$ cat config.mk
export PLATFORM = sky130hd
export DESIGN_NAME = snake_wrap_counter
export DESIGN_NICKNAME = d
export VERILOG_FILES = /design/src/rtl/snake_pkg.sv /design/src/rtl/edge_pulser.sv /design/src/rtl/snake_wrap_counter.sv
export SDC_FILE = /design/constraint.sdc
export NUM_CORES = 1
export LEC_CHECK = 0
export CORE_ASPECT_RATIO = 0.75
export CORE_UTILIZATION = 47
export DETAILED_ROUTE_END_ITERATION = 8
export HOLD_SLACK_MARGIN = 0.08
export PLACE_DENSITY = 0.81
export SLEW_MARGIN = 20
export SYNTH_ARGS = -nofsm -noshare
export SYNTH_HDL_FRONTEND = slang
export SYNTH_HIERARCHICAL = 1
export SYNTH_SLANG_ARGS = --single-unit
$ cat constraint.sdc
create_clock -name clock -period 2.7 [get_ports clock]
set_input_delay 0.675 -clock clock [delete_from_list [all_inputs] [get_ports clock]]
set_output_delay 0.675 -clock clock [all_outputs]
set_load 0.03 [all_outputs]
$ cat src/rtl/snake_pkg.sv
// Shared constants for the snake game counter datapath.
package snake_pkg;

    // Count direction encodings for the dir input
    localparam logic DIR_UP    = 1'b0;
    localparam logic DIR_DOWN  = 1'b1;

    // Boundary behaviour encodings for the mode_sat input
    localparam logic MODE_WRAP = 1'b0;
    localparam logic MODE_SAT  = 1'b1;

endpackage : snake_pkg

$ cat src/rtl/edge_pulser.sv
// Rising-edge detector. The history register resets to 1 so that an input
// already high when reset is released is not reported as a fresh edge.
module edge_pulser (
    input  logic clock,
    input  logic reset_n,
    input  logic d,
    output logic pulse
);

    logic q_r;

    // Track the previous value of d; history is forced high during reset
    always_ff @(posedge clock) begin
        if (!reset_n) begin
            q_r <= 1'b1;
        end else begin
            q_r <= d;
        end
    end

    assign pulse = d & ~q_r;

endmodule : edge_pulser

$ cat src/rtl/snake_wrap_counter.sv
// Parametrised up/down modulo or saturating counter with parallel load and a
// registered wrap pulse for cascading (grid position, tick dividers, score).
module snake_wrap_counter
    import snake_pkg::*;
#(
    parameter int                 WIDTH     = 10,
    parameter bit                 EDGE_EN   = 1'b1,
    parameter logic [WIDTH-1:0]   RESET_VAL = '0
) (
    input  logic             clock,
    input  logic             reset_n,
    input  logic [WIDTH-1:0] max,
    input  logic             en,
    input  logic             dir,
    input  logic             mode_sat,
    input  logic             load,
    input  logic [WIDTH-1:0] load_val,
    output logic [WIDTH-1:0] count,
    output logic             wrap,
    output logic             at_max
);

    logic [WIDTH-1:0] count_r;
    logic             wrap_r;
    logic             step_s;
    logic [WIDTH-1:0] count_nxt_s;
    logic             wrap_nxt_s;

    // Step source: one step per en rising edge, or one per cycle en is high
    generate
        if (EDGE_EN) begin : g_edge
            edge_pulser u_edge_pulser (
                .clock   (clock),
                .reset_n (reset_n),
                .d       (en),
                .pulse   (step_s)
            );
        end else begin : g_level
            assign step_s = en;
        end
    endgenerate

    // Next count and wrap: load beats step; boundary test precedes arithmetic
    always_comb begin
        count_nxt_s = count_r;
        wrap_nxt_s  = 1'b0;
        if (load) begin
            if (load_val > max) begin
                count_nxt_s = max;
            end else begin
                count_nxt_s = load_val;
            end
        end else if (step_s) begin
            case (dir)
                DIR_UP: begin
                    if (count_r < max) begin
                        count_nxt_s = count_r + WIDTH'(1);
                    end else if (mode_sat == MODE_WRAP) begin
                        count_nxt_s = '0;
                        wrap_nxt_s  = 1'b1;
                    end else begin
                        count_nxt_s = count_r;
                    end
                end
                DIR_DOWN: begin
                    // Out-of-range count (max shrunk at runtime) clamps first
                    if (count_r > max) begin
                        count_nxt_s = max;
                    end else if (count_r != '0) begin
                        count_nxt_s = count_r - WIDTH'(1);
                    end else if (mode_sat == MODE_SAT) begin
                        count_nxt_s = count_r;
                    end else begin
                        count_nxt_s = max;
                        wrap_nxt_s  = 1'b1;
                    end
                end
                default: begin
                    count_nxt_s = count_r;
                end
            endcase
        end else begin
            count_nxt_s = count_r;
        end
    end

    // Count and wrap state registers with synchronous active-low reset
    always_ff @(posedge clock) begin
        if (!reset_n) begin
            count_r <= RESET_VAL;
            wrap_r  <= 1'b0;
        end else begin
            count_r <= count_nxt_s;
            wrap_r  <= wrap_nxt_s;
        end
    end

    assign count  = count_r;
    assign wrap   = wrap_r;
    assign at_max = (count_r == max);

endmodule : snake_wrap_counter

# Word-level counts from Yosys, hierarchy flattened
# Index checks and enable logic that the tools add are counted.
[totals]
register_bits = 12
inputBits = 26
output_inout_bits = 12
word_cells = 34
[op_classes]
n_addsub = 2
order_cmp = 3
eq_ne = 3
mux = 14
bitwise_logic = 5
n_reduce_logical = 4
[op_table]
columns = ["op", "n"]
rows = [
  ["$mux W10", 8],
  ["$gt A10 B10 Y1", 2],
  ["$pmux W10 S2", 1],
  ["$add A10 B1 Y10 const B", 1],
  ["$eq A10 B10 Y1", 1],
  ["$lt A10 B10 Y1", 1],
  ["$reduce_bool A10 Y1", 1],
  ["$sub A10 B1 Y10 const B", 1],
  ["$ne A5 B2 Y1 const B", 1],
  ["$mux W1", 4],
  ["$ne A4 B4 Y1 const B", 1],
  ["$not A1 Y1", 4],
  ["$reduce_and A3 Y1", 1],
  ["$reduce_or A3 Y1", 1],
  ["$pmux W1 S2", 1],
  ["$reduce_bool A2 Y1", 1],
  ["$and A1 B1 Y1", 1],
]

# Depth between registers and ports, before layout
[depth]
ltp_word = 6
depth_mapped = 10
ltp_nobuf = 9

# Modules after synthesis
# The synthesis kept the hierarchy.
[by_module_without_submodules]
columns = ["module", "instances", "cells_per_inst", "area_each_um2", "seq_area_each_um2"]
rows = [
  ["snake_wrap_counter", 1, 228, 1776.7, 220.2],
  ["edge_pulser", 1, 3, 40.0, 20.0],
]

# Worst setup path before layout
# No wires, ideal clock.
[synth_timing]
path_kind = "input to register"
start = "input port max[9]"
end = "register count_r[3], in the netlist count[3]"
setup_time_ps = 128
arrival_ps = 2982
required_ps = 2572
path_slack_ps = -410
cell_stages = 9
path_buffers = 0
cell_sequence = "inv_1 > ha_1 > nand4_1 > nor3_1 > or2_2 > a211oi_2 > mux2_2 > a221oi_1 > o22ai_1"
[synth_between]
elab_chain_len = 5
elab_cells_between_ends = 12
classes_between = "order compare: 3; eq/ne: 2; mux: 6; reduce/logical: 1"
[synth_lines]
columns = ["element", "line", "source"]
rows = [
  ["start: declaration", "snake_wrap_counter.sv:12", "input logic [WIDTH-1:0] max,"],
  ["$gt A10 B10 Y1 or $lt A10 B10 Y1 (tied branches)", "snake_wrap_counter.sv:67, snake_wrap_counter.sv:56", ""],
  ["$mux W10, on equally long branches", "snake_wrap_counter.sv:67, snake_wrap_counter.sv:56", ""],
  ["$pmux W10 S2", "snake_wrap_counter.sv:54", "case (dir)"],
  ["$mux W10", "snake_wrap_counter.sv:53", "end else if (step_s) begin"],
  ["$mux W10", "snake_wrap_counter.sv:47", "if (load) begin"],
  ["end signal: assignment", "snake_wrap_counter.sv:93", "count_r <= count_nxt_s;"],
  ["end: declaration", "snake_wrap_counter.sv:23", "logic [WIDTH-1:0] count_r;"],
]
# Parallel ways exist; a longest one is shown, timed or not. The select of a mux whose other input is x is not followed.
# A chain may end at the register's enable or synchronous reset.

# Final worst setup path
[layout_timing]
start = "input port max[9]"
end = "register count_r[9], in the netlist count[9]"
[layout_between]
elab_chain_len = 6
elab_cells_between_ends = 14
classes_between = "order compare: 3; eq/ne: 2; mux: 8; reduce/logical: 1"
[layout_lines]
columns = ["element"]
rows = [
  ["branches (longest 6 deep; another with $gt A10 B10 Y1)"],
]
# Parallel ways; which one is timed is not known. The select of a mux whose other input is x is not followed.

==> out/summary.json <==
{
  "cts": {
    "tritoncts": "done",
    "holdBufCountCts": 0,
    "cts-buffers-inserted": 3,
    "clock-sinks": 12,
    "clkLatencyLatePin_ns": 0.25,
    "ctsRootBufferMaster": "sky130_fd_sc_hd__clkbuf_8",
    "clk_path_buf_depth": 2,
    "clk_pin_slew_worst_paths_ns": 0.05,
    "ctsHtreeMaxLevel": 1
  },
  "detailed_routing": {
    "final_antenna_net_count": 0,
    "drt-total-wl_mm": 8.21,
    "first_pass_detailed_route_iteration_total": 8,
    "route.detailed.vias_per_inst": 6.74,
    "wire_length_per_cell_after_detailed_routing_um": 21.8,
    "first_iter_violations": 277,
    "drc_errors": 0,
    "route.vias.total": 2534
  },
  "grt": {
    "grt_max_degree": 15,
    "wire_length_of_the_first_global_routing_pass_mm": 10.4,
    "globalRouteOverflowTotal": 0,
    "globalRouteTotalUtil_pct": 34.3,
    "vias_in_the_first_global_route": 2134,
    "antenna_violations_before_repair": 1
  },
  "synth": {
    "synth.lib_cells_used.distinct": 57,
    "mappedNetlistNets": 280,
    "post_synth_top_area_cell": "sky130_fd_sc_hd__ha_1",
    "synth-seq-cells": 12,
    "syn_area_per_cell_um2": 7.86,
    "yosys_warnings": 6,
    "synthFlopType": "sky130_fd_sc_hd__dfxtp_1",
    "synth_enable_flop_cells": 0,
    "async_flop_share_pct": 0,
    "synthesis.instances": 231,
    "synthesis.area_mm2": 0.00182,
    "synth_top_area_share_pct": 15.8,
    "ys_top_cells_by_area": "sky130_fd_sc_hd__ha_1 16%, sky130_fd_sc_hd__dfxtp_1 13%, sky130_fd_sc_hd__o21ai_0 5.8%",
    "seq_area_frac_synth_pct": 13.2
  },
  "worst_hold_path": {
    "min_path_type": "reg2reg"
  },
  "sta": {
    "rsz0062_at_grt": "yes",
    "max_freq_ghz": 0.368,
    "tightest_slew_ns": 0.563,
    "fin_worst_hold_slack_ns": 0.563,
    "final_critical_path_setup_slack_ns": -0.0193,
    "number_of_failing_setup_endpoints_in_the_final_timing_report": 1,
    "finalHoldViolCount": 0,
    "clock-skew-final_ns": 0.00778,
    "final.min_clock_period_ns": 2.72,
    "finalCritPeriodShare_pct": 101,
    "fin_tns_setup_ns": -0.0193,
    "worst_slew_margin_relative_to_its_limit_pct": 62.5,
    "finalMaxSlewViolations": 0
  },
  "final_layout": {
    "area_growth_syn_to_layout_pct": 68.0,
    "nFillCells": 212,
    "layoutNonFillerInstCount": 376,
    "final_net_count": 375,
    "antenna-diode-count": 0,
    "fin_area_mm2": 0.00305,
    "drive_above_1_share_pct": 44.4
  },
  "place": {
    "placed_cells": 362,
    "dpl.hpwl_mm": 4.84,
    "dpl_cell_area_mm2": 0.00258,
    "place_congestion": 0.941,
    "io_buffer_count": 37
  },
  "status": {
    "failed_checks": "setup timing",
    "outcome": "finished, violations left"
  },
  "die": {
    "floorplan.die.height_um": 55.8,
    "boundaryPins": 38,
    "die_w_um": 73.8,
    "floorplan.die_area_mm2": 0.00412,
    "core_area_mm2": 0.00368,
    "standard_cell_rows": 19,
    "floorplan.initialDensity_pct": 49.3
  },
  "worst_setup_path": {
    "critPathMaxFanout": 5,
    "end_kind": "flip-flop",
    "critPathSlowestCell": "sky130_fd_sc_hd__or4_4",
    "critical_path_arrival_ns": 2.81,
    "crit_chain": "buf_6, inv_4, ha_4, a21o_2, a21o_4, or4_4, a21boi_4, buf_4, nor2_1, nand2_1, o221ai_1",
    "setup.worst_path.class": "in2reg",
    "critPathTopFamily": "compound AO/OA/AOI/OAI gates",
    "worst_ep_required_time_ns": 2.79,
    "timing.reg2reg.setup_slack_ns": 0,
    "start_kind": "primary input",
    "path_buf_inv": 3,
    "timing.critical_path.slowest_cell_delay_ns": 0.55
  },
  "power_and_ir_drop": {
    "report.power.total_mw": 1.17,
    "power.static_leakage_nw": 1.33,
    "maximum_vdd_drop_mv": 0.311,
    "power.density_mw_per_mm2": 383
  },
  "run": {
    "drv_cap": 0
  }
}
[path summary, 6_finish.rpt]
check,startpoint,endpoint,cells after the start
max reg2reg,count[5]$_SDFFE_PN0P_,count[9]$_SDFFE_PN0P_,9
max,max[9],count[9]$_SDFFE_PN0P_,11
min reg2reg,g_edge.u_edge_pulser/q_r$_SDFF_PN1_,wrap$_SDFF_PP0_,2
min,g_edge.u_edge_pulser/q_r$_SDFF_PN1_,wrap$_SDFF_PP0_,2
[cell type report]
type / count / area (um2) / area share (%)
multi-input combinational: 194 / 1780 / 58.2
timing repair buffer: 99 / 861 / 28.2
inverter: 16 / 67.6 / 2.21
clock buffer: 3 / 41.3 / 1.35
sequential: 12 / 240 / 7.87
tap: 52 / 65.1 / 2.13
[cells in the final DEF (no fill, tap or decap), types with 3 or more instances in the layout]
master,netlist,routed
sky130_fd_sc_hd__o21ai_1,1,4
sky130_fd_sc_hd__xor2_1,3,3
sky130_fd_sc_hd__nor4_4,2,3
sky130_fd_sc_hd__nor3_1,5,3
sky130_fd_sc_hd__o21ai_0,21,15
sky130_fd_sc_hd__dlymetal6s2s_1,0,5
sky130_fd_sc_hd__a22oi_1,5,4
sky130_fd_sc_hd__mux2i_1,6,5
sky130_fd_sc_hd__a211oi_2,3,4
sky130_fd_sc_hd__nand3_1,7,7
sky130_fd_sc_hd__ha_1,23,12
sky130_fd_sc_hd__inv_4,0,3
sky130_fd_sc_hd__a211oi_1,6,3
sky130_fd_sc_hd__clkdlybuf4s50_1,0,20
sky130_fd_sc_hd__dfxtp_1,12,12
sky130_fd_sc_hd__nand2_1,24,22
sky130_fd_sc_hd__clkbuf_8,1,3
sky130_fd_sc_hd__a21oi_1,9,7
sky130_fd_sc_hd__nor2_1,14,12
sky130_fd_sc_hd__buf_4,2,57
sky130_fd_sc_hd__o211ai_1,3,3
sky130_fd_sc_hd__ha_4,0,11
sky130_fd_sc_hd__a31oi_1,7,7
sky130_fd_sc_hd__o221ai_1,7,5
sky130_fd_sc_hd__nand4_1,5,5
sky130_fd_sc_hd__buf_6,3,6
sky130_fd_sc_hd__clkbuf_2,1,4
sky130_fd_sc_hd__inv_1,16,7
sky130_fd_sc_hd__o21ai_2,1,3
sky130_fd_sc_hd__inv_2,0,6
[worst min-delay path, delay by kind of cell, from the launching register on]
family / cells / cell delay, ns
flops: 1 / 0.35
simple gates: 2 / 0.17
[cells by family after synthesis]
group | share of synthesized area, %
AOI/OAI and AO/OA | 31.3
xor gates and xnor gates | 1.93
adders and majority gates | 15.8
buffers and inverters | 7.51
and+or+nand+nor | 25.7
muxes | 4.55
DFF | 13.2
[sequential cells by signal, summed over array words and instances (netlist names)]
signal,cells
count,10
g_edge.u_edge_pulser/q_r,1
wrap,1
[per-layer routing]
metal  share of wire [%]  vias to the layer above  wire (um)  GRT usage, %
li1                    -                     1070          -             -
met1                  35                     1139       2900          44.1
met2                  45                      241       3690          55.7
met3                  13                       82       1040          6.70
met4                 6.8                        2        557          14.0
met5                0.20                        -         16             0
[cell usage after synthesis, drive strengths merged, types with 5 or more instances]
cell type / instances
nor2: 15
ha: 23
a31oi: 8
a21oi: 9
a211oi: 9
o21ai: 23
and3: 5
nand4: 5
nand2: 24
dfxtp: 12
mux2i: 6
inv: 16
nor3: 5
o221ai: 7
a22oi: 5
nand3: 8
buf: 6
[stage by stage]
step                setup slack [ns]  utilization (%)
floorplan                     0.0274                -
global placement              -0.709             70.0
detailed placement            -0.814             70.0
CTS                          -0.0185             77.6
global route                 -0.0593             82.8
finish                       -0.0193             82.8
[where the power goes]
part           switching [mW]  internal [mW]
Sequential             0.0243          0.194
Combinational           0.416          0.358
Clock                  0.0768         0.0990
Total                   0.517          0.651
[what timing repair did]
action                     CTS  global route
setup buffers                9             5
pin swaps                   16            25
setup endpoints to repair   12            11
resized for setup           57            54
No activity file was read; power rests on OpenSTA's default activity.
